===== src/rtl/game_pkg.sv =====
// Shared GameBox constants and the frame-sequencer state encoding.
package game_pkg;

    localparam int unsigned SCR_W_DEF    = 30;
    localparam int unsigned SCR_H_DEF    = 30;
    localparam int unsigned TICK_DIV_DEF = 50;
    localparam int unsigned FRAME_CW     = 16;

    typedef enum logic [2:0] {
        IDLE   = 3'd0,
        SAMPLE = 3'd1,
        PHYS   = 3'd2,
        COLL   = 3'd3,
        RENDER = 3'd4,
        DONE   = 3'd5
    } sched_state_t;

endpackage


===== src/rtl/tick_divider.sv =====
// Free-running divider: raises tick_c for one cycle every TICK_DIV clocks.
module tick_divider #(
    parameter  int unsigned TICK_DIV = 50,
    localparam int unsigned CW       = $clog2(TICK_DIV)
) (
    input  logic clk,
    input  logic rst_n,
    output logic tick_c
);

    logic [CW-1:0] cnt_q;
    logic [CW-1:0] cnt_d;

    assign tick_c = (cnt_q == CW'(TICK_DIV - 1));

    always_comb begin
        cnt_d = cnt_q + CW'(1);
        if (tick_c) begin
            cnt_d = '0;
        end
    end

    always_ff @(posedge clk or negedge rst_n) begin
        if (!rst_n) begin
            cnt_q <= '0;
        end else begin
            cnt_q <= cnt_d;
        end
    end

endmodule


===== src/rtl/game_tick_scheduler.sv =====
// Per-tick frame sequencer: sample input, kick physics and collision, then raster the screen.
module game_tick_scheduler
    import game_pkg::*;
#(
    parameter  int unsigned SCR_W    = SCR_W_DEF,
    parameter  int unsigned SCR_H    = SCR_H_DEF,
    parameter  int unsigned TICK_DIV = TICK_DIV_DEF,
    localparam int unsigned XW       = $clog2(SCR_W),
    localparam int unsigned YW       = $clog2(SCR_H)
) (
    input  logic                clk,
    input  logic                reset,
    input  logic                left,
    input  logic                right,
    input  logic                game_over,
    input  logic                physics_done,
    input  logic                collide_done,
    input  logic                render_ready,
    input  logic                clr_overrun,
    output logic                move_left,
    output logic                move_right,
    output logic                physics_update,
    output logic                collide_start,
    output logic                pix_valid,
    output logic [XW-1:0]       pix_x,
    output logic [YW-1:0]       pix_y,
    output logic                frame_done,
    output logic [FRAME_CW-1:0] frame_cnt,
    output logic                overrun,
    output logic                busy
);

    sched_state_t state_q, state_d;

    logic                move_left_q,      move_left_d;
    logic                move_right_q,     move_right_d;
    logic                physics_update_q, physics_update_d;
    logic                collide_start_q,  collide_start_d;
    logic                pix_valid_q,      pix_valid_d;
    logic [XW-1:0]       pix_x_q,          pix_x_d;
    logic [YW-1:0]       pix_y_q,          pix_y_d;
    logic                frame_done_q,     frame_done_d;
    logic [FRAME_CW-1:0] frame_cnt_q,      frame_cnt_d;
    logic                overrun_q,        overrun_d;
    logic                busy_q,           busy_d;

    logic tick_c;
    logic accept_c;
    logic last_col_c;
    logic last_row_c;

    tick_divider #(
        .TICK_DIV (TICK_DIV)
    ) u_tick_divider (
        .clk    (clk),
        .rst_n  (reset),
        .tick_c (tick_c)
    );

    assign accept_c   = pix_valid_q & render_ready;
    assign last_col_c = (pix_x_q == XW'(SCR_W - 1));
    assign last_row_c = (pix_y_q == YW'(SCR_H - 1));

    always_ff @(posedge clk or negedge reset) begin
        if (!reset) begin
            state_q <= IDLE;
        end else begin
            state_q <= state_d;
        end
    end

    // The start pulse register marks the first PHYS/COLL cycle, so a done in that cycle is ignored.
    always_comb begin
        state_d = state_q;
        case (state_q)
            IDLE: begin
                if (tick_c && !game_over) begin
                    state_d = SAMPLE;
                end
            end
            SAMPLE: state_d = PHYS;
            PHYS: begin
                if (!physics_update_q && physics_done) begin
                    state_d = COLL;
                end
            end
            COLL: begin
                if (!collide_start_q && collide_done) begin
                    state_d = RENDER;
                end
            end
            RENDER: begin
                if (accept_c && last_col_c && last_row_c) begin
                    state_d = DONE;
                end
            end
            DONE:    state_d = IDLE;
            default: state_d = IDLE;
        endcase
    end

    always_comb begin
        move_left_d      = move_left_q;
        move_right_d     = move_right_q;
        physics_update_d = (state_q == SAMPLE);
        collide_start_d  = (state_q == PHYS) && (state_d == COLL);
        pix_valid_d      = (state_d == RENDER);
        pix_x_d          = pix_x_q;
        pix_y_d          = pix_y_q;
        frame_done_d     = (state_d == DONE);
        frame_cnt_d      = frame_cnt_q;
        overrun_d        = overrun_q;
        busy_d           = (state_d != IDLE);

        if (state_q == SAMPLE) begin
            move_left_d  = left & ~right;
            move_right_d = right & ~left;
        end

        // Raster walks row-major on each accepted pixel and parks at the origin outside RENDER.
        if (state_d != RENDER) begin
            pix_x_d = '0;
            pix_y_d = '0;
        end else if (accept_c) begin
            if (last_col_c) begin
                pix_x_d = '0;
                pix_y_d = pix_y_q + YW'(1);
            end else begin
                pix_x_d = pix_x_q + XW'(1);
            end
        end

        if (frame_done_d) begin
            frame_cnt_d = frame_cnt_q + FRAME_CW'(1);
        end

        if (tick_c && (state_q != IDLE)) begin
            overrun_d = 1'b1;
        end else if (clr_overrun) begin
            overrun_d = 1'b0;
        end
    end

    always_ff @(posedge clk or negedge reset) begin
        if (!reset) begin
            move_left_q      <= 1'b0;
            move_right_q     <= 1'b0;
            physics_update_q <= 1'b0;
            collide_start_q  <= 1'b0;
            pix_valid_q      <= 1'b0;
            pix_x_q          <= '0;
            pix_y_q          <= '0;
            frame_done_q     <= 1'b0;
            frame_cnt_q      <= '0;
            overrun_q        <= 1'b0;
            busy_q           <= 1'b0;
        end else begin
            move_left_q      <= move_left_d;
            move_right_q     <= move_right_d;
            physics_update_q <= physics_update_d;
            collide_start_q  <= collide_start_d;
            pix_valid_q      <= pix_valid_d;
            pix_x_q          <= pix_x_d;
            pix_y_q          <= pix_y_d;
            frame_done_q     <= frame_done_d;
            frame_cnt_q      <= frame_cnt_d;
            overrun_q        <= overrun_d;
            busy_q           <= busy_d;
        end
    end

    assign move_left      = move_left_q;
    assign move_right     = move_right_q;
    assign physics_update = physics_update_q;
    assign collide_start  = collide_start_q;
    assign pix_valid      = pix_valid_q;
    assign pix_x          = pix_x_q;
    assign pix_y          = pix_y_q;
    assign frame_done     = frame_done_q;
    assign frame_cnt      = frame_cnt_q;
    assign overrun        = overrun_q;
    assign busy           = busy_q;

endmodule


===== config.mk =====
export PLATFORM = sky130hd
export DESIGN_NAME = game_tick_scheduler
export DESIGN_NICKNAME = d
export VERILOG_FILES = /design/src/rtl/game_pkg.sv /design/src/rtl/tick_divider.sv /design/src/rtl/game_tick_scheduler.sv
export SDC_FILE = /design/constraint.sdc
export NUM_CORES = 1
export LEC_CHECK = 0
export CORE_MARGIN = 2
export CORE_UTILIZATION = 56
export CTS_BUF_LIST = sky130_fd_sc_hd__clkbuf_4
export CTS_CLUSTER_SIZE = 20
export DETAILED_ROUTE_END_ITERATION = 6
export HOLD_SLACK_MARGIN = 0.03
export PLACE_DENSITY = 0.91
export SKIP_CTS_REPAIR_TIMING = 1
export SYNTH_ARGS = -nofsm -noshare
export SYNTH_HDL_FRONTEND = slang
export SYNTH_SLANG_ARGS = --single-unit

===== constraint.sdc =====
create_clock -name clk -period 3.2 [get_ports clk]
set_input_delay 0.64 -clock clk [delete_from_list [all_inputs] [get_ports clk]]
set_output_delay 0.64 -clock clk [all_outputs]
set_load 0.005 [all_outputs]

Word level (Yosys, flattened, before mapping):

Index checks and enable logic that the tools add are counted.

* word-level logic and storage cells: 64
* input bits: 9
* flip-flop bits (word level): 43

* add/subtract/negate cells: 4
* reduce and logical (&&, ||, !) cells: 17
* multiplexer cells: 14
* bitwise logic cells: 5
* equality and inequality tests: 11

Operator list (count)
* 2-to-1 mux 5 bit: 6
* adder 16 x 1 -> 16 bit, second input constant: 1
* one-hot mux 3 bit (5 select lines): 1
* 2-to-1 mux 3 bit: 4
* adder 5 x 1 -> 5 bit, second input constant: 2
* equality test 5 bit, second input constant: 2
* equality test 3 x 2 -> 1 bit, second input constant: 3
* equality test 3 bit, second input constant: 3
* logical AND 1 bit: 7
* adder 6 x 1 -> 6 bit, second input constant: 1
* equality test 6 bit, second input constant: 1
* 2-to-1 mux 6 bit: 1
* nonzero test 2 bit: 3
* nonzero test 3 bit: 2
* bitwise AND 1 bit: 3
* equality test 3 x 1 -> 1 bit, second input constant: 1
* zero test 1 bit: 3
* zero test 3 bit: 1
* inequality test 3 bit, second input constant: 1
* 2-to-1 mux 1 bit: 2
* inverter 1 bit: 2
* AND reduction 2 bit: 1

Logic depth before layout (Yosys ltp):

* depth after elaboration: 8
* gate-level depth with buffers: 8
* mapped depth without buffers: 7

By module:

From an unflattened synthesis, not the netlist that was laid out.

* cell total of the unflattened synthesis: 187
* area, all modules: 2042.0 µm²

Modules (own cells, without submodules)
* game_tick_scheduler: times used 1, area each 1756.7 µm², cells each 161
* tick_divider: times used 1, area each 285.3 µm², cells each 26

Worst setup path before layout:

Ideal clock, no wire load.

* kind: input port to flip-flop
* from: input collide_done
* to: register pix_x_q[3] (netlist: pix_x[3])
* arrival time: 1.692 ns
* path buffers: 1
* slack: 1.412 ns
* cell stages on the path: 6
* cell sequence: nor2b_1 nand2_1 o22a_1 or2_2 buf_2 a311oi_2

* longest elaborated chain between the ends: 5
* elaborated cells between the ends (all ways): 6
* those cells by class: eq/ne: 1; mux: 3; reduce/logical: 2

RTL lines
* from (decl): RTL line game_tick_scheduler.sv:17 `input logic collide_done,`
* logical AND 1 bit (*): RTL line game_tick_scheduler.sv:88 `if (!collide_start_q && collide_done) begin`
* 2-to-1 mux 3 bit (*): RTL line game_tick_scheduler.sv:88
* one-hot mux 3 bit (5 select lines) (*): RTL line game_tick_scheduler.sv:75 `case (state_q)`
* inequality test 3 bit (*): RTL line game_tick_scheduler.sv:121 `if (state_d != RENDER) begin`
* 2-to-1 mux 5 bit / nonzero test 2 bit (equally long branches)
* to (signal assigned): RTL line game_tick_scheduler.sv:163 `pix_x_q <= pix_x_d;`
* to (decl): RTL line game_tick_scheduler.sv:40 `logic [XW-1:0] pix_x_q, pix_x_d;`

Mark *: on every way between the ends. The rest lies on a longest branch, timed or not.
A chain may end at the register's enable or synchronous reset.

Final worst setup path:

* from: register pix_x_q[1] (netlist: pix_x[1])
* to: register frame_cnt_q[11] (netlist: frame_cnt[11])

* longest elaborated chain between the ends: 6

RTL lines
* equality test 5 bit: RTL line game_tick_scheduler.sv:61 `assign last_col_c = (pix_x_q == XW'(SCR_W - 1));`
* logical AND 1 bit (2 in a row): RTL line game_tick_scheduler.sv:93 `if (accept_c && last_col_c && last_row_c) begin`
* 2-to-1 mux 3 bit: RTL line game_tick_scheduler.sv:93
* one-hot mux 3 bit (5 select lines): RTL line game_tick_scheduler.sv:75
* equality test 3 bit: RTL line game_tick_scheduler.sv:110 `frame_done_d = (state_d == DONE);`
* to (signal assigned): RTL line game_tick_scheduler.sv:166 `frame_cnt_q <= frame_cnt_d;`
* to (decl): RTL line game_tick_scheduler.sv:43 `logic [FRAME_CW-1:0] frame_cnt_q, frame_cnt_d;`

No other way between the ends.

==> impl_metrics.py <==
metrics = {
    "yosys": {
        "synthCells": 189,
        "yosysTopAreaCellShare_pct": 53.2,
        "syn_nets": 205,
        "synth_edf_count": 0,
        "yosysWarnings": 0,
        "synth_top_cell_by_area": "dfrtp_1",
        "synth-main-ff-cell": "dfrtp_1",
        "ys_seq_area_share_pct": 53.2,
        "synth.area.top_cells": "dfrtp_1 (53%), xnor2_1 (5.2%), ha_1 (4.3%), nor2_1 (4.3%), xor2_1 (3.5%)",
        "synth_area_um2": 2020,
        "synth-seq-cells": 43,
        "yosysUniqueCellTypes": 37,
        "avgSynthCellArea_um2": 10.7,
        "synthArstFlopShare_pct": 100,
    },
    "timing": {
        "slew_headroom_pct": 39.7,
        "hold_ws_ns": 0.407,
        "fin_tns_setup_ns": 0,
        "period_share_pct": 70.5,
        "fin_ws_ns": 0.945,
        "finalHoldViolCount": 0,
        "worstMarginPinSlew_ns": 0.904,
        "period_needed_ns": 2.25,
        "finalClockSkew_ns": 0.0116,
        "rsz0062_at_grt": "no",
        "timing.fmax_mhz": 444,
        "setup_viol": 0,
        "maxSlewViolCount": 0,
    },
    "worst_setup_path": {
        "r2r-start": "pix_x[1]",
        "cp_data_arrival_time_ns": 2.52,
        "cp_slowest_cell": "nor4_4",
        "startpoint_type": "flip-flop",
        "worstPathMaxFanout": 11,
        "crit_chain": "inv_1, ha_1, nand4_1, nor4_4, nand4_2, nor2_1, xor2_1",
        "worst_setup_path_end_kind": "flip-flop",
        "required_ns": 3.47,
        "startpoint": "pix_x[1]",
        "cpPeakStageDelay_ns": 0.64,
        "r2r_cells": 7,
        "path_class": "flip-flop to flip-flop",
    },
    "die": {
        "floorplan.initialDensity_pct": 59.7,
        "die_x_um": 64.1,
        "core_um2": 3390,
        "rows": 21,
        "fp.dieH_um": 64.1,
        "dieArea_um2": 4110,
        "num_io_pins": 43,
    },
    "clock_tree": {
        "clockRootBuffer": "clkbuf_4",
        "clock-sinks": 43,
        "cts_max_level": 2,
        "clockBufferDepth": 2,
        "cts_tree": "yes",
        "clk_latency_ns": 0.35,
        "clk_pin_slew_ns": 0.13,
        "cts_buffers": 5,
    },
    "hold_path": {
        "hp-class": "input pin to async pin",
    },
    "cells_and_area": {
        "area_growth_pct": 27.5,
        "num_antenna_cells": 0,
        "instances_no_fill": 282,
        "final_util_pct": 76.1,
        "layout.nets": 251,
        "layout-drive-gt1-share_pct": 7.63,
    },
    "route": {
        "drc": 0,
        "wl_um": 3930,
        "vias_per_cell": 5.42,
        "wl_per_cell_um": 13.9,
        "drt_iter0_drc": 75,
        "dr.pass1.iters": 6,
        "antenna_left": 0,
        "vias": 1528,
    },
    "placed_design": {
        "pre_cts_slack_ns": 0.752,
        "io_buffers": 42,
        "post-dp-hpwl_um": 2760,
        "gp_congestion": 0.841,
        "post-place-cells": 274,
    },
    "global_route": {
        "overflow": 0,
        "grt_pass1_wl_um": 6600,
        "grt_max_degree": 44,
        "grt_pass1_vias": 1456,
        "antenna_found_initial": 0,
        "grt_util_all_layers_pct": 21.0,
    },
    "power_and_ir_drop": {
        "cellPowerDensity_nw_per_um2": 382,
        "leakage_nw": 1.15,
        "peakVddDrop_uv": 303,
    },
    "flow_run": {
        "drv_cap": 0,
    },
    "run_status": {
        "status": "complete, no violations",
    },
}
-- sequential cells by signal, summed over array words and instances (netlist names) --
register	count
pix_y	5
physics_update	1
overrun	1
pix_valid	1
state_q	3
busy	1
move_right	1
collide_start	1
frame_done	1
move_left	1
u_tick_divider.cnt_q	6
pix_x	5
frame_cnt	16
-- metal layers --
| layer | vias to the layer above | global-route usage [%] | part of all wire [%] |
|---|---|---|---|
| met5 | - | 0 | 0 |
| met4 | 0 | 7.71 | 1.6 |
| met3 | 9 | 6.34 | 4.7 |
| met2 | 36 | 33.3 | 49 |
| met1 | 737 | 27.2 | 45 |
| li1 | 746 | - | - |
-- layout make-up --
cell class | count | area, µm²
Sequential cell | 43 | 1080
Timing Repair Buffer | 44 | 430
Clock buffer | 6 | 45.0
Inverter | 11 | 41.3
Multi-Input combinational cell | 130 | 868
Tap cell | 46 | 57.6
Fill cell | 211 | 811
Clock inverter | 2 | 60.1
-- Yosys cell counts, types with 2 or more instances --
library cell,instances
and2_1,2
nor3_1,7
a22oi_1,2
nor2_1,23
inv_1,11
o21ai_0,5
ha_1,7
buf_6,2
and4_1,2
nor3b_1,2
a21oi_1,7
nand3b_1,4
buf_2,2
nand3_1,9
nand2_1,9
nand4_2,2
nand4_1,8
nand2b_1,3
and3_1,4
xnor2_1,12
dfrtp_1,43
xor2_1,8
-- worst paths after layout --
kind | slack (ns) | end
setup / recovery | 0.95 | frame_cnt[11]
setup reg to reg | 0.95 | frame_cnt[11]
hold reg to reg | 0.46 | collide_start
min in group clk | 0.46 | collide_start
max in group asynchronous | 2.23 | frame_cnt[12]
hold / removal | 0.41 | frame_cnt[5]
-- critical path: cells and delay by family (launching register included) --
kind          cells  cell delay (ns)
simple gates      4             1.31
flops             1             0.44
xor+xnor          1             0.18
fa+ha+maj         1             0.17
buf+inv           1             0.07
-- kinds of logic after synthesis --
kind of cell,count (synthesis),share of synthesized area [%]
DFF,43,53.2
and+or+nand+nor,81,22.4
AOI/OAI and AO/OA,21,6.99
adders and majority gates,7,4.33
buffers and inverters,16,3.84
xor gates and xnor gates,20,8.66
muxes,1,0.557
-- power by group --
| group | internal [W] | switching [W] |
|---|---|---|
| clock network | 0.000252 | 0.000166 |
| logic | 0.00000963 | 0.0000130 |
| registers | 0.000543 | 0.0000000000000000000228 |
-- placed cells by master (no fill, tap or decap), types with 2 or more instances in the layout --
cell type and instances:
nor2_1 23, bufinv_16 2, buf_4 2, nand3_1 9, nand3b_1 4, a21oi_1 7, and2_1 2, a22oi_1 2
nand2b_1 3, clkbuf_4 6, dfrtp_1 43, nor3b_1 2, ha_1 7, nand2_1 9, xnor2_1 12, nand4_1 8
o21ai_0 5, clkdlybuf4s50_1 41, inv_1 11, nor3_1 7, xor2_1 8, and3_1 4, and4_1 2, nand4_2 2
-- through the flow --
stage	total power (W)	instance area, µm²
after floorplan	0.000557	2020
after global placement	0.000577	2470
after detailed placement	0.000577	2470
after CTS	0.000992	2580
after global routing	0.00103	2580
final	0.000985	2580
No activity file was read; power rests on OpenSTA's default activity.
==> variant: new RTL, same flow settings <==
Reset style: synchronous (`reset` and `rst_n`), changed in 3 clocked blocks.
--- a/src/rtl/tick_divider.sv
+++ b/src/rtl/tick_divider.sv
@@ -21,5 +21,5 @@
     end
 
-    always_ff @(posedge clk or negedge rst_n) begin
+    always_ff @(posedge clk) begin
         if (!rst_n) begin
             cnt_q <= '0;
--- a/src/rtl/game_tick_scheduler.sv
+++ b/src/rtl/game_tick_scheduler.sv
@@ -62,5 +62,5 @@
     assign last_row_c = (pix_y_q == YW'(SCR_H - 1));
 
-    always_ff @(posedge clk or negedge reset) begin
+    always_ff @(posedge clk) begin
         if (!reset) begin
             state_q <= IDLE;
@@ -142,5 +142,5 @@
     end
 
-    always_ff @(posedge clk or negedge reset) begin
+    always_ff @(posedge clk) begin
         if (!reset) begin
             move_left_q      <= 1'b0;
Formal check against the unedited RTL: same outputs for any inputs over 10 cycles, from zero or initial values and one cycle with reset low; that may be too few to reach the edited logic, so the function may still have changed.
==> variant against the original RTL <==
Sequential cell count stayed put; combinational power rose by 26%; count of clock-buffer cells in the layout shrank 1; largest power group unchanged; fmax decreased by 4.0%; utilization decreased by 1.7 points; sequential power about the same; design area fell by 3.0%; synthesized cell count up 19%; wire length rose by 12%; register-to-register slack lost 0.06 ns; synthesized area decreased by 2.2%; power decreased by 7.9%; worst setup slack lost 0.094 ns; critical path depth shrank 2.
==> variant: results <==
export IMPL_cts_root_buf="clkbuf_4"
export IMPL_worstPathArrival_ns=2.63
export IMPL_yosysSeqAreaShare_pct=43.52
export IMPL_dr_pass1_iters=4
export IMPL_dp_cells=305
export IMPL_peakVddDrop_uv=363.5
export IMPL_synthFlopType="dfxtp_1"
export IMPL_fillCellCount=281
export IMPL_ys_top_cells_by_area="dfxtp_1 (44%), ha_1 (4.4%), nor2_1 (4.4%)"
export IMPL_syn2layout_area_growth_pct=26.44
export IMPL_grt_pass1_vias=1680
export IMPL_synthXorXnorAreaFrac_pct=5.756
export IMPL_grt_pass1_wl_mm=7.610
export IMPL_path_max_fanout=13
export IMPL_dp_hpwl_mm=3.007
export IMPL_reg2reg_depth=4
export IMPL_synth_compound_area_share_pct=11.95
export IMPL_synthAdderAreaFrac_pct=4.428
export IMPL_hold_class="reg -> reg"
export IMPL_leakage_nw=0.8143
export IMPL_vias_per_cell=5.776
export IMPL_drive_gt1_share_pct=5.243
export IMPL_synth_cell_type_count=46
export IMPL_max_slew_margin_pct=67.13
export IMPL_synth_nets=240
export IMPL_grt_max_degree=26
export IMPL_wl_mm=4.391
export IMPL_nets=282
export IMPL_gp_congestion=0.7869
export IMPL_synthTopCellsByCount="dfxtp_1 (43), nor2_1 (23), a21oi_1 (16)"
export IMPL_status="complete, no violations"
export IMPL_clock_skew_ns=0.01458
export IMPL_wl_per_cell_um=14.03
[variant: changes by cell type in the layout (fill, tap and decap cells not counted), sizes merged, moves of 7 or more]
| cell | change |
|---|---|
| dfrtp | -43 |
| dfxtp | +43 |
| a21oi | +9 |
| or3 | +7 |
| or4 | +7 |
[variant: critical path, stage by stage]
cell and delay [ns]:
clkdlybuf4s50_1 0.54, and4_1 0.26, nand4_1 0.40, or4_1 0.62, a21oi_1 0.17
[variant: cells by family after synthesis]
kind of cell / Yosys count
muxes: 1
AOI/OAI and AO/OA: 38
xor gates and xnor gates: 13
adders and majority gates: 7
DFF: 43
buffers and inverters: 22
and+or+nand+nor: 100
[variant: routing by layer]
layer	up-vias	share of wire, %	GRT usage, %
li1	896	-	-
met1	845	44	29.27
met2	58	50	40.79
met3	9	4.9	6.250
met4	0	1.5	7.337
met5	-	0	0
[variant: worst paths after layout]
| path | startpoint | end | slack [ns] |
|---|---|---|---|
| worst max-delay path | render_ready | frame_cnt[10] | 0.85 |
| worst min-delay path | move_right | move_right | 0.49 |
| worst max register to register | state_q[2] | frame_cnt[11] | 0.89 |
| worst min register to register | move_right | move_right | 0.49 |
[variant: cell type report]
type | instances | area share [%]
Clock buffer | 5 | 1.501
Timing Repair Buffer | 44 | 17.41
Clock inverter | 3 | 1.551
Multi-Input combinational cell | 159 | 40.87
Sequential cell | 43 | 34.42
Tap cell | 46 | 2.301
Inverter | 13 | 1.951
[variant: where the power goes]
part / internal [mW] / total (mW) / switching (mW)
Clock: 0.161 / 0.334 / 0.173
Combinational: 0.0151 / 0.0287 / 0.0136
Sequential: 0.540 / 0.544 / 0.00483
Total: 0.715 / 0.907 / 0.192
